`config.mk`:
```
export PLATFORM = sky130hd
export DESIGN_NAME = vp_centroid
export DESIGN_NICKNAME = d
export VERILOG_FILES = /design/src/rtl/vp_centroid_pkg.sv /design/src/rtl/vp_centroid_divider.sv /design/src/rtl/vp_centroid.sv
export SDC_FILE = /design/constraint.sdc
export NUM_CORES = 1
export LEC_CHECK = 0
export CAP_MARGIN = 20
export CORE_ASPECT_RATIO = 0.8
export CORE_UTILIZATION = 30
export CTS_CLUSTER_SIZE = 40
export DETAILED_ROUTE_END_ITERATION = 16
export PLACE_DENSITY = 0.43
export SLEW_MARGIN = 10
export SYNTH_ARGS = -nofsm -noshare
export SYNTH_HDL_FRONTEND = slang
export SYNTH_HIERARCHICAL = 1
export SYNTH_SLANG_ARGS = --single-unit
```
`constraint.sdc`:
```
create_clock -name clk -period 23.4 [get_ports clk]
set_input_delay 4.68 -clock clk [delete_from_list [all_inputs] [get_ports clk]]
set_output_delay 4.68 -clock clk [all_outputs]
set_load 0.02 [all_outputs]
```
`src/rtl/vp_centroid_pkg.sv`:
```
// Shared defaults and FSM encodings for the vp_centroid centre-of-mass stage.
// Consumed by vp_centroid and its serial_divider.
`timescale 1ns/1ps
package vp_centroid_pkg;

    localparam int IMG_W_DEF    = 1280;
    localparam int IMG_H_DEF    = 720;
    localparam int COORD_W_DEF  = 11;
    localparam int SUM_W_DEF    = 31;
    localparam int CNT_W_DEF    = 20;
    localparam int MIN_AREA_DEF = 64;

    localparam logic [1:0] ST_IDLE  = 2'd0;
    localparam logic [1:0] ST_DIV_X = 2'd1;
    localparam logic [1:0] ST_DIV_Y = 2'd2;
    localparam logic [1:0] ST_DONE  = 2'd3;

endpackage

```
`src/rtl/vp_centroid_divider.sv`:
```
// Restoring serial divider: one quotient bit per cycle, MSB first.
// The start cycle already produces the first bit, so done rises N_W cycles after start.
`timescale 1ns/1ps
module serial_divider
    import vp_centroid_pkg::*;
#(
    parameter int N_W = SUM_W_DEF,
    parameter int D_W = CNT_W_DEF
) (
    input  logic           clk,
    input  logic           rst,
    input  logic           start,
    input  logic [N_W-1:0] numerator,
    input  logic [D_W-1:0] denominator,
    output logic [N_W-1:0] quotient,
    output logic           done
);

    localparam int LEFT_W = $clog2(N_W + 1);

    logic [D_W-1:0]    rem_q, den_q, rem_in, den_in, rem_next;
    logic [N_W-1:0]    num_q, quo_q, num_in, quo_in;
    logic [D_W:0]      shifted;
    logic [LEFT_W-1:0] left_q;
    logic              running_q, ge, step;

    // NOTE: every always_comb output gets a default first, so no path can infer a latch.
    always_comb begin
        rem_in   = start ? '0 : rem_q;
        num_in   = start ? numerator : num_q;
        quo_in   = start ? '0 : quo_q;
        den_in   = start ? denominator : den_q;
        shifted  = {rem_in, num_in[N_W-1]};
        ge       = (shifted >= {1'b0, den_in});
        rem_next = ge ? D_W'(shifted - {1'b0, den_in}) : shifted[D_W-1:0];
        step     = start | (running_q && (left_q != '0));
    end

    // NOTE: sequential state uses non-blocking assignments only, so every register sees pre-edge values.
    always_ff @(posedge clk or posedge rst) begin
        if (rst) begin
            rem_q     <= '0;
            den_q     <= '0;
            num_q     <= '0;
            quo_q     <= '0;
            left_q    <= '0;
            running_q <= 1'b0;
        end else begin
            if (step) begin
                rem_q <= rem_next;
                den_q <= den_in;
                num_q <= num_in << 1;
                quo_q <= (quo_in << 1) | N_W'(ge);
            end
            if (start) begin
                running_q <= 1'b1;
                left_q    <= LEFT_W'(N_W - 1);
            end else if (running_q) begin
                if (left_q != '0) left_q <= left_q - 1'b1;
                else              running_q <= 1'b0;
            end
        end
    end

    assign quotient = quo_q;
    assign done     = running_q && (left_q == '0);

endmodule

```
`src/rtl/vp_centroid.sv`:
```
// Streaming centroid of a binary mask: accumulates set-pixel coordinates per frame,
// then divides serially at frame end. Optional VP_CENTROID_MIN_AREA_EN rejects small blobs.
`timescale 1ns/1ps
module vp_centroid
    import vp_centroid_pkg::*;
#(
    parameter int IMG_W    = IMG_W_DEF,
    parameter int IMG_H    = IMG_H_DEF,
    parameter int COORD_W  = COORD_W_DEF,
    parameter int SUM_W    = SUM_W_DEF,
    parameter int CNT_W    = CNT_W_DEF,
    parameter int MIN_AREA = MIN_AREA_DEF
) (
    input  logic               clk,
    input  logic               rst,
    input  logic               de_in,
    input  logic               h_sync_in,
    input  logic               v_sync_in,
    input  logic               mask_in,
    output logic [COORD_W-1:0] x_center,
    output logic [COORD_W-1:0] y_center,
    output logic               found,
    output logic               valid,
    output logic               busy,
    output logic               overrun
);

    localparam logic [COORD_W-1:0] X_MAX = COORD_W'(IMG_W - 1);
    localparam logic [COORD_W-1:0] Y_MAX = COORD_W'(IMG_H - 1);
    localparam logic [SUM_W-1:0]   Q_MAX = SUM_W'((64'd1 << COORD_W) - 64'd1);

    logic               de_q, vs_q, frame_end, line_end;
    logic [COORD_W-1:0] x_pos, y_pos, x_quo;
    logic [SUM_W-1:0]   sum_x, sum_y, snap_x, snap_y, div_num, div_quo;
    logic [CNT_W-1:0]   count, snap_cnt;
    logic [1:0]         state;
    logic               pend, engaged, nonempty, div_start, div_done;

    // Lines are delimited purely by de_in edges; h_sync is not needed.
    logic unused_h_sync;
    assign unused_h_sync = h_sync_in;

    assign frame_end = v_sync_in & ~vs_q;
    assign line_end  = de_q & ~de_in;
    assign busy      = (state != ST_IDLE);
    assign engaged   = busy | pend;

`ifdef VP_CENTROID_MIN_AREA_EN
    assign nonempty = (snap_cnt >= CNT_W'(MIN_AREA));
`else
    localparam int unused_min_area = MIN_AREA;
    assign nonempty = (snap_cnt != '0);
`endif

    function automatic logic [COORD_W-1:0] clamp_coord(input logic [SUM_W-1:0] q);
        if (q > Q_MAX) return {COORD_W{1'b1}};
        return q[COORD_W-1:0];
    endfunction

    always_ff @(posedge clk or posedge rst) begin
        if (rst) begin
            de_q  <= 1'b0;
            vs_q  <= 1'b0;
            x_pos <= '0;
            y_pos <= '0;
        end else begin
            de_q <= de_in;
            vs_q <= v_sync_in;
            if (frame_end) begin
                x_pos <= '0;
                y_pos <= '0;
            end else if (line_end) begin
                x_pos <= '0;
                if (y_pos != Y_MAX) y_pos <= y_pos + 1'b1;
            end else if (de_in && (x_pos != X_MAX)) begin
                x_pos <= x_pos + 1'b1;
            end
        end
    end

    // Accumulators always restart at frame end; the snapshot is only taken when the divider is free.
    always_ff @(posedge clk or posedge rst) begin
        if (rst) begin
            sum_x    <= '0;
            sum_y    <= '0;
            count    <= '0;
            snap_x   <= '0;
            snap_y   <= '0;
            snap_cnt <= '0;
            pend     <= 1'b0;
            overrun  <= 1'b0;
        end else begin
            pend    <= 1'b0;
            overrun <= frame_end & engaged;
            if (frame_end) begin
                sum_x <= '0;
                sum_y <= '0;
                count <= '0;
                if (!engaged) begin
                    snap_x   <= sum_x;
                    snap_y   <= sum_y;
                    snap_cnt <= count;
                    pend     <= 1'b1;
                end
            end else if (de_in && mask_in) begin
                sum_x <= sum_x + SUM_W'(x_pos);
                sum_y <= sum_y + SUM_W'(y_pos);
                count <= count + CNT_W'(1);
            end
        end
    end

    assign div_start = ((state == ST_IDLE) && pend && nonempty) ||
                       ((state == ST_DIV_X) && div_done);
    assign div_num   = (state == ST_IDLE) ? snap_x : snap_y;

    serial_divider #(
        .N_W (SUM_W),
        .D_W (CNT_W)
    ) u_div (
        .clk         (clk),
        .rst         (rst),
        .start       (div_start),
        .numerator   (div_num),
        .denominator (snap_cnt),
        .quotient    (div_quo),
        .done        (div_done)
    );

    // Results load on the edge entering DONE, so they are stable while valid is high.
    always_ff @(posedge clk or posedge rst) begin
        if (rst) begin
            state    <= ST_IDLE;
            x_quo    <= '0;
            x_center <= '0;
            y_center <= '0;
            found    <= 1'b0;
            valid    <= 1'b0;
        end else begin
            valid <= 1'b0;
            case (state)
                ST_IDLE: begin
                    if (pend) begin
                        if (nonempty) begin
                            state <= ST_DIV_X;
                        end else begin
                            state <= ST_DONE;
                            found <= 1'b0;
                            valid <= 1'b1;
                        end
                    end
                end
                ST_DIV_X: begin
                    if (div_done) begin
                        x_quo <= clamp_coord(div_quo);
                        state <= ST_DIV_Y;
                    end
                end
                ST_DIV_Y: begin
                    if (div_done) begin
                        x_center <= x_quo;
                        y_center <= clamp_coord(div_quo);
                        found    <= 1'b1;
                        valid    <= 1'b1;
                        state    <= ST_DONE;
                    end
                end
                default: state <= ST_IDLE;
            endcase
        end
    end

endmodule

```
==> results of run 1 <==
[flip-flops by register name, indices dropped and copies added (netlist names), 30 cells and up]
register,cells
sum_y,31
sum_x,31
snap_y,31
u_div/num_q,30
snap_x,31
u_div/quotient,31
[path summary, 6_finish.rpt]
check,start,cells after the start,slack [ns],to
worst max-delay path,v_sync_in,9,16.11,sum_x[30]$_DFFE_PP0P_
worst min-delay path,y_center[4]$_DFFE_PP0P_,2,0.48,y_center[4]$_DFFE_PP0P_
worst max register to register,u_div/left_q[0]$_DFFE_PP0P_,19,16.60,u_div/rem_q[18]$_DFFE_PP0P_
worst min register to register,y_center[4]$_DFFE_PP0P_,2,0.48,y_center[4]$_DFFE_PP0P_
max in group asynchronous,rst,4,17.30,snap_x[25]$_DFFE_PP0P_
min in group asynchronous,rst,2,4.62,sum_x[6]$_DFFE_PP0P_
[Yosys cell counts (all sizes together) (5+ instances only)]
| cell type | number | area, µm² |
|---|---|---|
| nor4 | 15 | 109 |
| nor3 | 25 | 140 |
| a21oi | 99 | 499 |
| nand4 | 9 | 62.6 |
| mux2 | 145 | 1630 |
| inv | 46 | 173 |
| nor2 | 112 | 420 |
| a41o | 5 | 50.1 |
| nand3 | 38 | 195 |
| a211oi | 6 | 55.1 |
| o21ai | 76 | 384 |
| or3 | 13 | 81.3 |
| o21a | 7 | 52.6 |
| o21bai | 8 | 60.1 |
| a31oi | 25 | 163 |
| xor2 | 46 | 403 |
| nand2 | 180 | 678 |
| and2 | 16 | 100 |
| nand2b | 5 | 31.3 |
| nor2b | 23 | 144 |
| xnor2 | 49 | 429 |
| o22ai | 11 | 68.8 |
| dfrtp | 334 | 8360 |
| a22o | 22 | 193 |
| ha | 50 | 626 |
| o31ai | 8 | 60.1 |
| mux2i | 34 | 340 |
| a21o | 20 | 150 |
| clkbuf | 46 | 173 |
| buf | 25 | 126 |
| or4 | 6 | 48.8 |
| and3 | 15 | 93.8 |
| o211ai | 8 | 78.8 |
[tightest hold or removal path, delay by kind of cell (launching register included)]
family / cells / cell delay (ns)
AND/OR/NAND/NOR: 1 / 0.05
flip-flops: 1 / 0.34
AO/OA/AOI/OAI: 1 / 0.06
[per-layer routing]
metal | share of wire, % | wire length (µm) | track usage [%] | vias to the layer above
met4 | 1.9 | 741 | 3.88 | 0
met2 | 41 | 16400 | 21.1 | 143
met3 | 2.9 | 1180 | 2.16 | 47
li1 | - | - | - | 5616
met5 | 0 | 0 | 0 | -
met1 | 54 | 21600 | 22.5 | 5729
[power by group]
part	switching, mW	internal [mW]
Sequential	0.0376	0.627
Combinational	0.296	0.199
Clock	0.252	0.391
[cell type report]
type	count	area, µm²	share of cell area, %
clock buffers	53	1120	5.83
inverters	46	183	0.952
clock inverters	16	229	1.19
multi-input cells	1123	7890	41.1
flip-flops and latches	334	8360	43.5
repair buffers	50	490	2.55
well taps	741	927	4.83
[kinds of logic (layout without fill, tap and decap cells)]
group	after synthesis	count (layout)	synth area share (%)
buffers and inverters	117	165	2.83
multiplexers	179	179	11.8
AO/OA/AOI/OAI	321	321	12.6
XOR/XNOR	95	95	4.99
AND/OR/NAND/NOR	475	475	13.5
adder cells (fa/ha/maj)	53	53	4.11
flip-flops	334	334	50.1
==> results by group, run 1 <==
Status
  • Status: completed

Timing
  • RSZ-0062 raised after global routing: no
  • Worst Max-Slew Pin Slew: 0.943 ns
  • Post-layout min period: 7.29 ns
  • Highest clock rate: 137 MHz
  • Fin. max-slew vios: 0
  • Hold Violations, Final: 0
  • Setup slack after layout: roughly 16 ns
  • Setup total negative slack: 0 ns
  • Setup violators final: 0
  • Max_slew headroom: 36.6%
  • Clock Skew: between 0.02 and 0.025 ns
  • Hold_ws: ~0.48 ns
  • Fin crit share: 31.2%

Global routing
  • Global-route wire length before repair: ~66000 µm
  • Initial antenna violation count: 1
  • Grt ovf: 0
  • Number of global-route vias before repair: roughly 12000
  • Largest net degree at the start of global routing: about 140
  • Global Route Usage Sum: 14.6%

Yosys
  • Ys Warns: 6
  • Register bit count reported by yosys: about 330
  • Most common flop cell mapped by yosys: dfrtp_1
  • Ys async rst share: 100%
  • Sequential area share after synthesis: 50.1%
  • Post-Syn Instances: about 1600
  • Avg Inst Size Synth: approximately 11 µm²
  • Syn Std Cell Area: about 0.017 mm²
  • Post-synth EDFFs: 0
  • Count of cell types in the netlist: 75
  • Synth Net Count: 1633

Worst hold path
  • Tightest Hold Check Type: flop to flop

Job
  • Maxcap violations: 0

Clock tree
  • TritonCTS Buffers: 39
  • Post-CTS setup buffers: 0
  • Clk slew on worst S/H paths: around 0.06 ns
  • Root Driver: clkbuf_16
  • Maximum root-to-sink buffer count: 3
  • H-tree Lvls: 2
  • CTS sink count: between 300 and 400
  • Post-CTS sizing: 0
  • Post-CTS Hold Buffers: 0
  • CTS tree: yes
  • Clock Latency Late Sink: 0.56 ns

Setup path
  • CP cell instances: clkdlybuf4s50_1 -> and2b_2 -> buf_4 -> buf_4 -> o2111ai_4 -> a21oi_1 -> o21ai_2 -> or4_1 -> a21oi_1
  • Kind of critical path: input pin to flop
  • CP max-delay cell: or4_1
  • CP Data Arrival Time: slightly below 8 ns
  • Sum of buffers and inverters on the critical path: 3
  • Crit path capture type: flop
  • Setup crit start kind: input pin
  • CP Data Required Time: around 24 ns
  • Delay-heaviest family, CP: buffers and inverters
  • Slowest stage delay, CP: approximately 0.57 ns
  • Crit-path max FO: 47

Routing
  • DRC viols: 0
  • Final ANT Viol Nets: 0
  • 1st-iter DRT viols: about 700
  • Routed vias: 11500
  • WL final: about 40000 µm
  • DRT Pass-1 Iters: 5
  • Drt via density: 4.88
  • Routed len/inst: 16.9 µm

Layout
  • Leading cell type in the layout, fill and taps excluded: dfrtp_1
  • Commonest non-fill, non-tap cells in the layout: dfrtp_1, nand2_1, mux2_2
  • Design Area, Final: roughly 0.019 mm²
  • Fin cells: about 2400
  • Share of cells above drive strength 1: between 10% and 20%
  • Nets@finish: approximately 1700
  • End-of-flow core utilization: approximately a third
  • # fillers: 5513
  • Antenna diode count: 0
  • Layout area overhead: 15.1%

Floorplan
  • Initial Utilization: 30.7%
  • Row Count: 76
  • Die Span X: ~270 µm
  • Die Y-Extent: roughly 210 µm
  • IO Pins: 32
  • Die ar.: approximately 0.057 mm²
  • Core area: approximately 0.054 mm²

Power and ir drop
  • Total power draw: ~1.8 mW
  • P_leak: ~9 nW
  • Pwr per Cell Area: between 90 and 100 mW/mm²
  • Peak supply drop: between 40 and 50 µV

Placed design
  • Pre-CTS WS: ~15 ns
  • Final GP Congestion: 0.767
  • Cell Area, Placed: 0.0178 mm²
  • PortBufs: 30
  • Final HPWL DP: about 26000 µm
  • Placed cells: 2291
Note: power is estimated with default switching activity, not from simulation.
==> inputs of run 2 (changes only) <==
clock period = 7.1 ns   (was 23.4 ns; I/O delays follow)
==> run 2 against run 1 <==
  * Cell area fell by 0.16%
  * Flip-flop and latch count did not move
  * Sequential share of layout area rose by 0.068 points
  * Highest routed layer unchanged
  * Power rose to 3.3 times the previous value
  * Worst hold slack improved by 0.0047 ns
  * Routed wire length rose by 1.4%
==> results by group, run 2 (synthesis gave the netlist of run 1 again) <==
Global routing
  • Met3 usage: under 10%
  • Number of global-route vias before repair: between 10000 and 15000
  • GRT Max-Usage Layer: met1
  • Global Route Usage Sum: 14.8%
  • Grt ovf: 0
  • Initial antenna violation count: 1
  • Met1 usage: approximately 23%
  • Global-route wire length before repair: roughly 67000 µm
  • Largest net degree at the start of global routing: 138
  • M2 GR Usage: about a fifth

Routing
  • DRC viols: 0
  • DRT Pass-1 Iters: 5
  • Routed vias: 11600
  • Final ANT Viol Nets: 0
  • Drt via density: ~4.9
  • WL final: a little over 40000 µm
  • 1st-iter DRT viols: 730
  • Routed len/inst: roughly 17 µm

Floorplan
  • Die ar.: approximately 0.057 mm²
  • Die Span X: around 270 µm
  • Row Count: 76
  • Core area: 0.0544 mm²
  • IO Pins: 32
  • Die Y-Extent: roughly 210 µm
  • Initial Utilization: 30.7%

Placed design
  • Final GP Congestion: 0.810
  • PortBufs: 30
  • Pre-CTS WS: approximately 1.4 ns
  • Cell Area, Placed: approximately 0.018 mm²
  • Final HPWL DP: ~27000 µm
  • Placed cells: about 2300

Layout
  • # fillers: between 5000 and 6000
  • Fin cells: 2368
  • Commonest non-fill, non-tap cells in the layout: dfrtp_1, nand2_1, mux2_2
  • Share of cells above drive strength 1: between 10% and 20%
  • Design Area, Final: roughly 0.019 mm²
  • Layout area overhead: 14.9%
  • Leading cell type in the layout, fill and taps excluded: dfrtp_1
  • End-of-flow core utilization: 35.2%
  • Nets@finish: roughly 1700

Worst hold path
  • Tightest Hold Check Type: flop to flop

Clock tree
  • Root Driver: clkbuf_16
  • Clock Latency Late Sink: around 0.56 ns
  • CTS tree: yes
  • Maximum root-to-sink buffer count: 3
  • Post-CTS sizing: 0
  • H-tree Lvls: 2
  • Post-CTS Hold Buffers: 0
  • CTS sink count: around 330
  • Clk slew on worst S/H paths: about 0.06 ns
  • TritonCTS Buffers: 40
  • Post-CTS setup buffers: 0

Timing
  • RSZ-0062 raised after global routing: no
  • Setup violators final: 0
  • Highest clock rate: between 150 and 200 MHz
  • Worst Max-Slew Pin Slew: roughly 0.93 ns
  • Fin crit share: between 80 and 90%
  • Hold Violations, Final: 0
  • Setup slack after layout: between 1 and 1.5 ns
  • Setup total negative slack: 0 ns
  • Clock Skew: between 0.02 and 0.025 ns
  • Hold_ws: around 0.48 ns
  • Post-layout min period: 5.74 ns
  • Fin. max-slew vios: 0
  • Max_slew headroom: 38.1%

Power and ir drop
  • P_int: 4.01 mW
  • Peak supply drop: around 150 µV
  • Pwr per Cell Area: around 310 mW/mm²
  • Switching share of power: between 30 and 40%
  • Clock power share: a little over a third
  • P_leak: 8.82 nW
  • Total power draw: slightly below 6 mW
  • Comb power frac: 27.6%
  • Psw: a little under 2 mW
  • Register share of total power: between 30% and 40%

Setup path
  • Kind of critical path: flop to flop
  • Flop2flop setup slack: between 1 and 1.5 ns
  • Crit path capture type: flop
  • Setup crit start kind: flop
  • Crit-path max FO: 30
  • CP Data Required Time: roughly 7.5 ns
  • CP Data Arrival Time: 6.15 ns

Job
  • Maxcap violations: 0

Status
  • Status: completed
## run 2: layer usage
| layer | share of wire, % | vias up |
|---|---|---|
| li1 | - | 5624 |
| met1 | 54 | 5739 |
| met2 | 41 | 154 |
| met3 | 3.4 | 52 |
| met4 | 1.9 | 0 |
| met5 | 0 | - |
## run 2: final timing paths
check	startpoint	to	cells after the start
worst max-delay path	u_div/left_q[0]$_DFFE_PP0P_	u_div/rem_q[18]$_DFFE_PP0P_	19
worst min-delay path	y_center[7]$_DFFE_PP0P_	y_center[7]$_DFFE_PP0P_	2
worst min register to register	y_center[7]$_DFFE_PP0P_	y_center[7]$_DFFE_PP0P_	2
min in group asynchronous	rst	x_center[10]$_DFFE_PP0P_	2
max in group asynchronous	rst	count[17]$_DFFE_PP0P_	3
worst max register to register	u_div/left_q[0]$_DFFE_PP0P_	u_div/rem_q[18]$_DFFE_PP0P_	19
## run 2: layout make-up
class                   instances  area (µm²)  area share (%)
clock inverters                11         163           0.849
clock buffers                  62        1180            6.18
inverters                      46         179           0.933
flip-flops and latches        334        8360            43.6
repair buffers                 50         463            2.42
multi-input cells            1123        7890            41.2
diodes                          1        2.50          0.0131
well taps                     741         927            4.84
## run 2: power groups by stage
stage	sequential, mW	clock, mW	combinational [mW]
final	2.19	2.11	1.64
after global routing	2.21	2.28	1.82
after CTS	2.19	2.20	1.65
after detailed placement	2.23	0	1.64
after global placement	2.23	0	1.63
after floorplan	2.19	0	1.25
## run 2: worst max-delay path, cell delays in order (launching register included)
cell	delay, ns
dfrtp_1	0.41
inv_1	0.09
ha_1	0.14
nor4b_1	0.70
and2_1	0.31
and2_1	0.18
o21bai_4	0.35
buf_4	0.46
mux2_2	0.25
ha_1	0.17
inv_1	0.06
fa_1	0.40
a21o_1	0.22
a221oi_1	0.45
o31ai_1	0.27
a31oi_1	0.50
nor3_1	0.14
a211oi_2	0.23
xor2_1	0.17
o21ai_1	0.07
==> inputs of run 3 (changes only) <==
clock period = 5.6 ns   (was 7.1 ns; I/O delays follow)
==> run 3 against run 2 <==
  * First-iteration DRC count decreased by 12%
  * Sequential power grew 27%
  * Worst hold slack lost 0.0042 ns
  * Die area did not move
  * Final cell count hardly changed
  * Cell area shrank 0.31%
  * Global-route usage decreased by 0.37 points
  * Flip-flop and latch count is the same
  * Combinational power up 28%
  * Highest routed layer unchanged
==> results by group, run 3 (synthesis gave the netlist of run 1 again) <==
Clock tree
  • CTS sink count: approximately 330
  • Post-CTS Hold Buffers: 0
  • Clock Latency Late Sink: around 0.54 ns
  • CTS tree: yes
  • Post-CTS sizing: 0
  • Maximum root-to-sink buffer count: 3
  • TritonCTS Buffers: 40
  • Root Driver: clkbuf_16
  • Clk slew on worst S/H paths: approximately 0.06 ns
  • Post-CTS setup buffers: 0
  • H-tree Lvls: 2

Timing
  • Worst Max-Slew Pin Slew: 1.05 ns
  • Hold_ws: 0.478 ns
  • Fin crit share: about 90%
  • Highest clock rate: between 150 and 200 MHz
  • Hold Violations, Final: 0
  • Fin. max-slew vios: 0
  • Max_slew headroom: roughly 30%
  • Clock Skew: about 0.021 ns
  • Setup violators final: 0
  • Post-layout min period: 5.04 ns
  • Setup slack after layout: about 0.56 ns
  • RSZ-0062 raised after global routing: no
  • Setup total negative slack: 0 ns

Power and ir drop
  • Pwr per Cell Area: around 380 mW/mm²
  • Peak supply drop: between 100 and 150 µV
  • P_leak: between 8 and 9 nW
  • Total power draw: between 7 and 8 mW

Global routing
  • Largest net degree at the start of global routing: around 120
  • Global Route Usage Sum: ~14%
  • Global-route wire length before repair: around 66000 µm
  • Initial antenna violation count: 1
  • Number of global-route vias before repair: between 10000 and 15000
  • Grt ovf: 0

Routing
  • Routed vias: roughly 12000
  • Final ANT Viol Nets: 0
  • 1st-iter DRT viols: around 640
  • DRT Pass-1 Iters: 5
  • DRC viols: 0
  • Routed len/inst: around 17 µm
  • WL final: roughly 40000 µm
  • Drt via density: around 5

Floorplan
  • Die Span X: roughly 270 µm
  • IO Pins: 32
  • Row Count: 76
  • Die ar.: approximately 0.057 mm²
  • Core area: about 0.054 mm²
  • Die Y-Extent: about 210 µm
  • Initial Utilization: a little under a third

Placed design
  • Final HPWL DP: 26700 µm
  • Cell Area, Placed: approximately 0.018 mm²
  • Final GP Congestion: approximately 0.84
  • PortBufs: 30
  • Placed cells: 2296
  • Pre-CTS WS: 0.322 ns

Layout
  • # fillers: ~5500
  • Design Area, Final: between 0.015 and 0.02 mm²
  • Commonest non-fill, non-tap cells in the layout: dfrtp_1, nand2_1, mux2_2
  • Layout area overhead: 14.5%
  • Share of cells above drive strength 1: between 10% and 20%
  • Nets@finish: 1658
  • Area of the multi-input gates: 0.00789 mm²
  • End-of-flow core utilization: between 30% and 40%
  • Leading cell type in the layout, fill and taps excluded: dfrtp_1
  • Register area: about 0.0084 mm²
  • Fin cells: ~2400

Setup path
  • CP Data Arrival Time: around 5.4 ns
  • CP max-delay cell: a31oi_1
  • Sum of buffers and inverters on the critical path: 3
  • Slowest stage delay, CP: 0.51 ns
  • Delay-heaviest family, CP: compound AO/OA/AOI/OAI gates
  • Crit path capture type: flop
  • Setup crit start kind: flop
  • CP Data Required Time: roughly 6 ns
  • Kind of critical path: flop to flop
  • Crit-path max FO: 14
  • CP cell instances: inv_1 -> ha_1 -> nor4b_1 -> buf_4 -> and2_1 -> and2_1 -> o21bai_4 -> mux2i_1 -> ha_1 -> inv_1 -> fa_1 -> a21o_1 -> a221oi_1 -> o31ai_1 -> a31oi_1 -> nor3_1 -> a211oi_2 -> xor2_1 -> o21ai_1

Worst hold path
  • Tightest Hold Check Type: flop to flop

Status
  • Status: completed

Job
  • Maxcap violations: 0
-- run 3: cell count changes in the layout (fill, tap and decap cells not counted), moves of 2 or more --
cell | previous run | this run
clkinv_2 | 5 | 13
buf_4 | 18 | 20
bufinv_16 | 4 | 1
clkinvlp_4 | 1 | 3
clkbuf_8 | 8 | 4
clkbuf_1 | 13 | 8
-- run 3: layout make-up --
cell class | instances | area share, %
Inverter | 46 | 0.936
Timing Repair Buffer | 54 | 2.77
Multi-Input combinational cell | 1123 | 41.3
Clock inverter | 18 | 0.707
Clock buffer | 52 | 5.68
Sequential cell | 334 | 43.7
Antenna cell | 1 | 0.0131
Tap cell | 741 | 4.85
-- run 3: path summary, 6_finish.rpt --
path | start | to | slack, ns | cells past startpoint
max | u_div/left_q[0]$_DFFE_PP0P_ | u_div/rem_q[18]$_DFFE_PP0P_ | 0.56 | 19
min | y_center[4]$_DFFE_PP0P_ | y_center[4]$_DFFE_PP0P_ | 0.48 | 2
max in group asynchronous | rst | u_div/left_q[2]$_DFFE_PP0P_ | 3.56 | 3
max reg2reg | u_div/left_q[0]$_DFFE_PP0P_ | u_div/rem_q[18]$_DFFE_PP0P_ | 0.56 | 19
min in group asynchronous | rst | u_div/quotient[3]$_DFFE_PP0P_ | 1.14 | 2
min reg2reg | y_center[4]$_DFFE_PP0P_ | y_center[4]$_DFFE_PP0P_ | 0.48 | 2
-- run 3: power by group --
| part | total, mW | switching, mW | internal, mW |
|---|---|---|---|
| Clock | 2.46 | 1.04 | 1.42 |
| Combinational | 2.10 | 1.25 | 0.847 |
| Sequential | 2.78 | 0.158 | 2.62 |
-- run 3: routing by layer --
metal	wire, µm	share of wire, %	track usage [%]
met1	21500	54	22.5
met2	16400	41	20.9
met3	1210	3.0	2.15
met4	653	1.6	3.27
met5	0	0	0
-- run 3: worst reg2reg max path, stage by stage, from the launching register on --
cell and delay (ns):
dfrtp_1 0.40, inv_1 0.09, ha_1 0.14, nor4b_1 0.24, buf_4 0.19, and2_1 0.25
and2_1 0.20, o21bai_4 0.27, mux2i_1 0.44, ha_1 0.24, inv_1 0.06, fa_1 0.39
a21o_1 0.21, a221oi_1 0.42, o31ai_1 0.24, a31oi_1 0.51, nor3_1 0.13, a211oi_2 0.25
xor2_1 0.18, o21ai_1 0.07
